===== src/rtl/muldiv_ctrl.sv =====
// muldiv_ctrl: E-stage MULT/MULTU/DIV/DIVU sequencer (restoring divider; multiplier is shift-add when MULDIV_ITER_MULT_EN, else registered '*').
// Divide/iterative multiply reach DONE WIDTH+1 cycles after start, single-cycle multiply after 1; busy stalls E, DONE holds hi/lo until advanceE/cancelE.
module muldiv_ctrl #(
    parameter int WIDTH = 32
) (
    input  logic             clk,
    input  logic             resetn,
    input  logic             startE,
    input  logic [1:0]       opE,
    input  logic [WIDTH-1:0] srcaE,
    input  logic [WIDTH-1:0] srcbE,
    input  logic             advanceE,
    input  logic             cancelE,
    output logic             busy,
    output logic             result_valid,
    output logic [WIDTH-1:0] hi,
    output logic [WIDTH-1:0] lo
);
    localparam int CW = $clog2(WIDTH);

    typedef enum logic [1:0] {IDLE = 2'd0, CALC = 2'd1, DONE = 2'd2} state_t;

    state_t           state_q, state_d;
    logic [CW-1:0]    cnt_q, cnt_d;
    logic [WIDTH-1:0] a_q, a_d, b_q, b_d, rem_q, rem_d, raw_a_q, raw_a_d;
    logic [WIDTH-1:0] hi_q, hi_d, lo_q, lo_d;
    logic             qsign_q, qsign_d, rsign_q, rsign_d, dz_q, dz_d;
`ifdef MULDIV_ITER_MULT_EN
    logic             is_div_q, is_div_d;
    logic [WIDTH:0]   msum;
    logic [2*WIDTH-1:0] prod;
`else
    logic [2*WIDTH-1:0] prod1;
`endif
    logic             sa, sb;
    logic [WIDTH-1:0] mag_a, mag_b;
    logic [WIDTH:0]   part, diff;
    logic [WIDTH-1:0] step_hi, step_lo, fin_hi, fin_lo;

    // Signs only matter for the signed ops (opE[0] == 0).
    assign sa    = srcaE[WIDTH-1] & ~opE[0];
    assign sb    = srcbE[WIDTH-1] & ~opE[0];
    assign mag_a = sa ? -srcaE : srcaE;
    assign mag_b = sb ? -srcbE : srcbE;
`ifndef MULDIV_ITER_MULT_EN
    assign prod1 = {{WIDTH{1'b0}}, mag_a} * {{WIDTH{1'b0}}, mag_b};
`endif

    always_comb begin
        part    = {rem_q, a_q[WIDTH-1]};
        diff    = part - {1'b0, b_q};
        step_hi = diff[WIDTH] ? part[WIDTH-1:0] : diff[WIDTH-1:0];
        step_lo = {a_q[WIDTH-2:0], ~diff[WIDTH]};
        fin_hi  = rsign_q ? -step_hi : step_hi;
        fin_lo  = qsign_q ? -step_lo : step_lo;
        if (dz_q) begin
            fin_hi = raw_a_q;
            fin_lo = '1;
        end
`ifdef MULDIV_ITER_MULT_EN
        // Multiply reuses rem_q/a_q as the upper/lower halves of the accumulator.
        msum = {1'b0, rem_q} + (a_q[0] ? {1'b0, b_q} : '0);
        prod = '0;
        if (!is_div_q) begin
            step_hi = msum[WIDTH:1];
            step_lo = {msum[0], a_q[WIDTH-1:1]};
            prod    = {step_hi, step_lo};
            if (qsign_q) prod = -prod;
            fin_hi  = prod[2*WIDTH-1:WIDTH];
            fin_lo  = prod[WIDTH-1:0];
        end
`endif
    end

    always_comb begin
        state_d = state_q;
        cnt_d   = cnt_q;
        a_d     = a_q;
        b_d     = b_q;
        rem_d   = rem_q;
        raw_a_d = raw_a_q;
        hi_d    = hi_q;
        lo_d    = lo_q;
        qsign_d = qsign_q;
        rsign_d = rsign_q;
        dz_d    = dz_q;
`ifdef MULDIV_ITER_MULT_EN
        is_div_d = is_div_q;
`endif
        busy    = 1'b0;
        unique case (state_q)
            IDLE: begin
                if (startE && !cancelE) begin
                    busy    = 1'b1;
                    a_d     = mag_a;
                    b_d     = mag_b;
                    rem_d   = '0;
                    cnt_d   = '0;
                    raw_a_d = srcaE;
                    qsign_d = sa ^ sb;
                    rsign_d = sa;
                    dz_d    = opE[1] && (srcbE == '0);
                    state_d = CALC;
`ifdef MULDIV_ITER_MULT_EN
                    is_div_d = opE[1];
                    if (!opE[1]) begin
                        a_d = mag_b;
                        b_d = mag_a;
                    end
`else
                    if (!opE[1]) begin
                        {hi_d, lo_d} = (sa ^ sb) ? -prod1 : prod1;
                        state_d      = DONE;
                    end
`endif
                end
            end
            CALC: begin
                busy = 1'b1;
                if (cancelE) begin
                    state_d = IDLE;
                end else begin
                    rem_d = step_hi;
                    a_d   = step_lo;
                    cnt_d = cnt_q + 1'b1;
                    if (cnt_q == CW'(WIDTH - 1)) begin
                        hi_d    = fin_hi;
                        lo_d    = fin_lo;
                        state_d = DONE;
                    end
                end
            end
            DONE: begin
                // Stay put while E is stalled elsewhere; startE still high here is the same instruction.
                if (cancelE || advanceE) state_d = IDLE;
            end
            default: state_d = IDLE;
        endcase
    end

    always_ff @(posedge clk or negedge resetn) begin
        if (!resetn) begin
            state_q <= IDLE;
            cnt_q   <= '0;
            a_q     <= '0;
            b_q     <= '0;
            rem_q   <= '0;
            raw_a_q <= '0;
            hi_q    <= '0;
            lo_q    <= '0;
            qsign_q <= 1'b0;
            rsign_q <= 1'b0;
            dz_q    <= 1'b0;
`ifdef MULDIV_ITER_MULT_EN
            is_div_q <= 1'b0;
`endif
        end else begin
            state_q <= state_d;
            cnt_q   <= cnt_d;
            a_q     <= a_d;
            b_q     <= b_d;
            rem_q   <= rem_d;
            raw_a_q <= raw_a_d;
            hi_q    <= hi_d;
            lo_q    <= lo_d;
            qsign_q <= qsign_d;
            rsign_q <= rsign_d;
            dz_q    <= dz_d;
`ifdef MULDIV_ITER_MULT_EN
            is_div_q <= is_div_d;
`endif
        end
    end

    assign result_valid = (state_q == DONE);
    assign hi           = hi_q;
    assign lo           = lo_q;

endmodule


===== config.mk =====
export PLATFORM = sky130hd
export DESIGN_NAME = muldiv_ctrl
export DESIGN_NICKNAME = d
export VERILOG_FILES = /design/src/rtl/muldiv_ctrl.sv
export SDC_FILE = /design/constraint.sdc
export NUM_CORES = 2
export LEC_CHECK = 0
export CAP_MARGIN = 20
export CORE_MARGIN = 5
export CORE_UTILIZATION = 45
export CTS_CLUSTER_SIZE = 25
export DETAILED_ROUTE_END_ITERATION = 10
export DONT_BUFFER_PORTS = 1
export PLACE_DENSITY_LB_ADDON = 0.12
export SYNTH_ARGS = -nofsm -noshare
export SYNTH_HDL_FRONTEND = slang
export SYNTH_SLANG_ARGS = --single-unit
export TNS_END_PERCENT = 5

===== constraint.sdc =====
create_clock -name clk -period 6.5 [get_ports clk]
set_input_delay 0.325 -clock clk [delete_from_list [all_inputs] [get_ports clk]]
set_output_delay 0.325 -clock clk [all_outputs]
set_load 0.03 [all_outputs]

==> impl_metrics.env <==
export IMPL_ant_nets=0
export IMPL_rsz0062_at_grt="true"
export IMPL_dpl_instance_area_sq_mm=0.05795
export IMPL_cp_top_family="adder cells"
export IMPL_final_cell_mix="inv_1 (935), buf_4 (886), fa_1 (884)"
export IMPL_first_pass_iters=6
export IMPL_wl_per_cell_um=25.18
export IMPL_antenna_found_initial=9
export IMPL_final_common_cell="inv_1"
export IMPL_die_x_um=337.0
export IMPL_die_area_sq_mm=0.1136
export IMPL_synth_top_area_share_pct=37.31
export IMPL_row_count=120
export IMPL_drv_slew=0
export IMPL_seq_area_frac_synth_pct=10.50
export IMPL_syn_inst=5782
export IMPL_async_flop_share_pct=100.0
export IMPL_whs_ns=0.03058
export IMPL_cp_data_arrival_time_ns=9.93
export IMPL_fin_crit_sh_pct=146.2
export IMPL_layout_min_cycle_time_ns=9.502
export IMPL_dp_hpwl_mm=172.6
export IMPL_final_area_sq_mm=0.06037
export IMPL_grt_overflow_total=0
export IMPL_crit_required_ns=6.92
export IMPL_cts_tree="built"
export IMPL_via_count=44110
export IMPL_drc=0
export IMPL_status="finished, violations left"
export IMPL_first_global_vias=45610
export IMPL_track_usage_pct=35.34
export IMPL_root_buffer="clkbuf_16"
export IMPL_synth_top_area_cell="fa_1"
export IMPL_start_util_pct=45.15
export IMPL_cpMostUsedCell="fa_1"
export IMPL_grt_pass1_wl_mm=297.6
export IMPL_setup_ws_ns=-3.002
export IMPL_avgViaCountPerCell=5.547
export IMPL_numCtsBuffers=24
export IMPL_place_inst=7848
export IMPL_drive_gt1_share_pct=20.94
export IMPL_synth_area_top_cells="fa_1 (37%), dfrtp_1 (11%), ha_1 (7.9%), inv_1 (7.3%), nand2_1 (6.8%)"
export IMPL_path_max_fanout=6
export IMPL_fin_setup_tns_ns=-133.18
export IMPL_hold_viol_final=0
export IMPL_ys_ff_latch=202
export IMPL_fmax_ghz=0.1052
export IMPL_io_pins=137
export IMPL_slowest_stage="or4b_4"
export IMPL_relSlewSlack_pct=23.19
export IMPL_clock_path_buffers=3
export IMPL_start_kind="input pin"
export IMPL_synth_warnings=0
export IMPL_port_buffers=0
export IMPL_finalWirelength_mm=200.2
export IMPL_worstMarginPinSlew_ns=1.152
export IMPL_synth_area_sq_mm=0.04813
export IMPL_syn_num_nets=7052
export IMPL_maxCapViolations=0
export IMPL_final_setup_viol_count=54
export IMPL_violations="negative setup slack"
export IMPL_cp_num_buf_inv=9
export IMPL_stdcell_count=7951
export IMPL_synthFlopType="dfrtp_1"
export IMPL_htree_levels=1
export IMPL_crit_type="in2reg"
export IMPL_fin_skew_ns=0.01683
export IMPL_clkTransAtPathRegs_ns=0.06
export IMPL_gp_congestion=0.9792
export IMPL_hp_class="in2reg"
export IMPL_cts_num_sinks=202
export IMPL_finalNetCount=7792
export IMPL_coreArea_sq_mm=0.1066
export IMPL_fp_dieH_um=337.0
export IMPL_grt_start_max_net_pins=203
export IMPL_area_growth_pct=25.44
export IMPL_drtIter0Drc=3696
export IMPL_clkLatencyLatePin_ns=0.55
export IMPL_synth_edff_count=0
export IMPL_ys_types=104
export IMPL_end_kind="flip-flop"
export IMPL_syn_area_per_cell_sq_um=8.324
export IMPL_crit_path_max_incr_delay_ns=0.58
-- per-stage QoR --
stage	utilization (%)	setup slack, ns
global route	56.61	-3.352
detailed placement	54.36	-4.297
floorplan	-	-3.115
CTS	56.29	-2.992
global placement	54.35	-4.260
finish	56.63	-3.002
-- final cells by class --
class / count / area, sq um
multi-input combinational: 4332 / 40160
clock inverter: 10 / 116.4
antenna: 9 / 22.52
timing repair buffer: 1023 / 9004
tap: 1403 / 1755
fill: 9956 / 46230
sequential: 202 / 5056
clock buffer: 33 / 725.7
inverter: 939 / 3531
-- repair_timing --
item / 4_1_cts / 5_1_grt
hold endpoints to repair: 230 / 0
hold buffers: 30 / 0
cloned: 1 / 0
pin swaps: 51 / 19
buffers inserted: 14 / 8
endpoints found under the setup margin: 54 / 55
resized for setup: 162 / 61
-- synth_stat cells (19+ instances only) --
cell	number
inv_1	937
fa_1	897
nand2_1	878
nor2_1	725
ha_1	302
clkbuf_1	285
o21ai_0	282
dfrtp_1	202
xnor2_1	192
a21oi_1	172
xor2_1	107
nor3_1	55
nand4_1	42
a21o_1	41
nor4_1	35
mux2i_1	34
nand3_1	33
a22oi_1	31
a31oi_1	31
and2_1	31
o31ai_1	31
or3_1	31
nand2b_1	30
o22ai_1	29
o21a_1	23
o21ai_1	23
a211oi_1	19
-- worst reg2reg max path, cell delays in order, from the launching register on --
cell      delay (ns)
dfrtp_1         0.41
inv_1           0.11
ha_1            0.24
inv_1           0.07
fa_1            0.43
a211oi_1        0.29
o211a_1         0.25
or3_1           0.16
a21oi_1         0.09
or3_1           0.37
and2_2          0.24
inv_2           0.16
nor2_1          0.06
a21oi_1         0.25
ha_1            0.31
nor3b_1         0.31
a31oi_1         0.36
o21bai_1        0.35
o21ai_0         0.23
xor2_1          0.39
mux2_2          0.30
mux2i_1         0.10
o21ai_1         0.14
-- metal layers --
layer	global-route usage, %	vias to the layer above	part of all wire (%)
met2	58.10	1710	47
met3	6.058	433	7.7
met1	46.46	22360	40
met5	0	-	0.0055
met4	14.81	2	5.5
li1	-	19610	-
-- registers in the layout, indices dropped and copies added (netlist names) --
signal / flops
b_q: 32
lo: 32
raw_a_q: 32
hi: 32
cnt_q: 5
a_q: 32
rsign_q: 1
qsign_q: 1
rem_q: 32
state_q: 2
dz_q: 1
-- final timing paths --
path | from | to | slack [ns] | cells past startpoint
max reg2reg | a_q[31] | hi[22] | 0.82 | 22
min in group asynchronous | resetn | rem_q[22] | 0.47 | 2
min reg2reg | raw_a_q[31] | raw_a_q[31] | 0.48 | 2
min | advanceE | state_q[1] | 0.03 | 2
max in group asynchronous | resetn | dz_q | 5.06 | 2
max | srcaE[6] | hi[27] | -3.00 | 39
-- cell families (layout without fill, tap and decap cells) --
logic type	Yosys count	count (layout)	share of synthesized area, %
other	0	9	0
adder cells (fa/ha/maj)	1199	1199	45.16
XOR/XNOR	299	299	5.441
AND/OR/NAND/NOR	1953	1953	17.15
AO/OA/AOI/OAI	845	845	11.20
multiplexers	36	36	0.7539
buffers and inverters	1248	2005	9.790
flip-flops	202	202	10.50
Power is left out: the tool's default activity adds up to more than one toggle a clock period on the data nets, which glitch-free logic cannot reach.
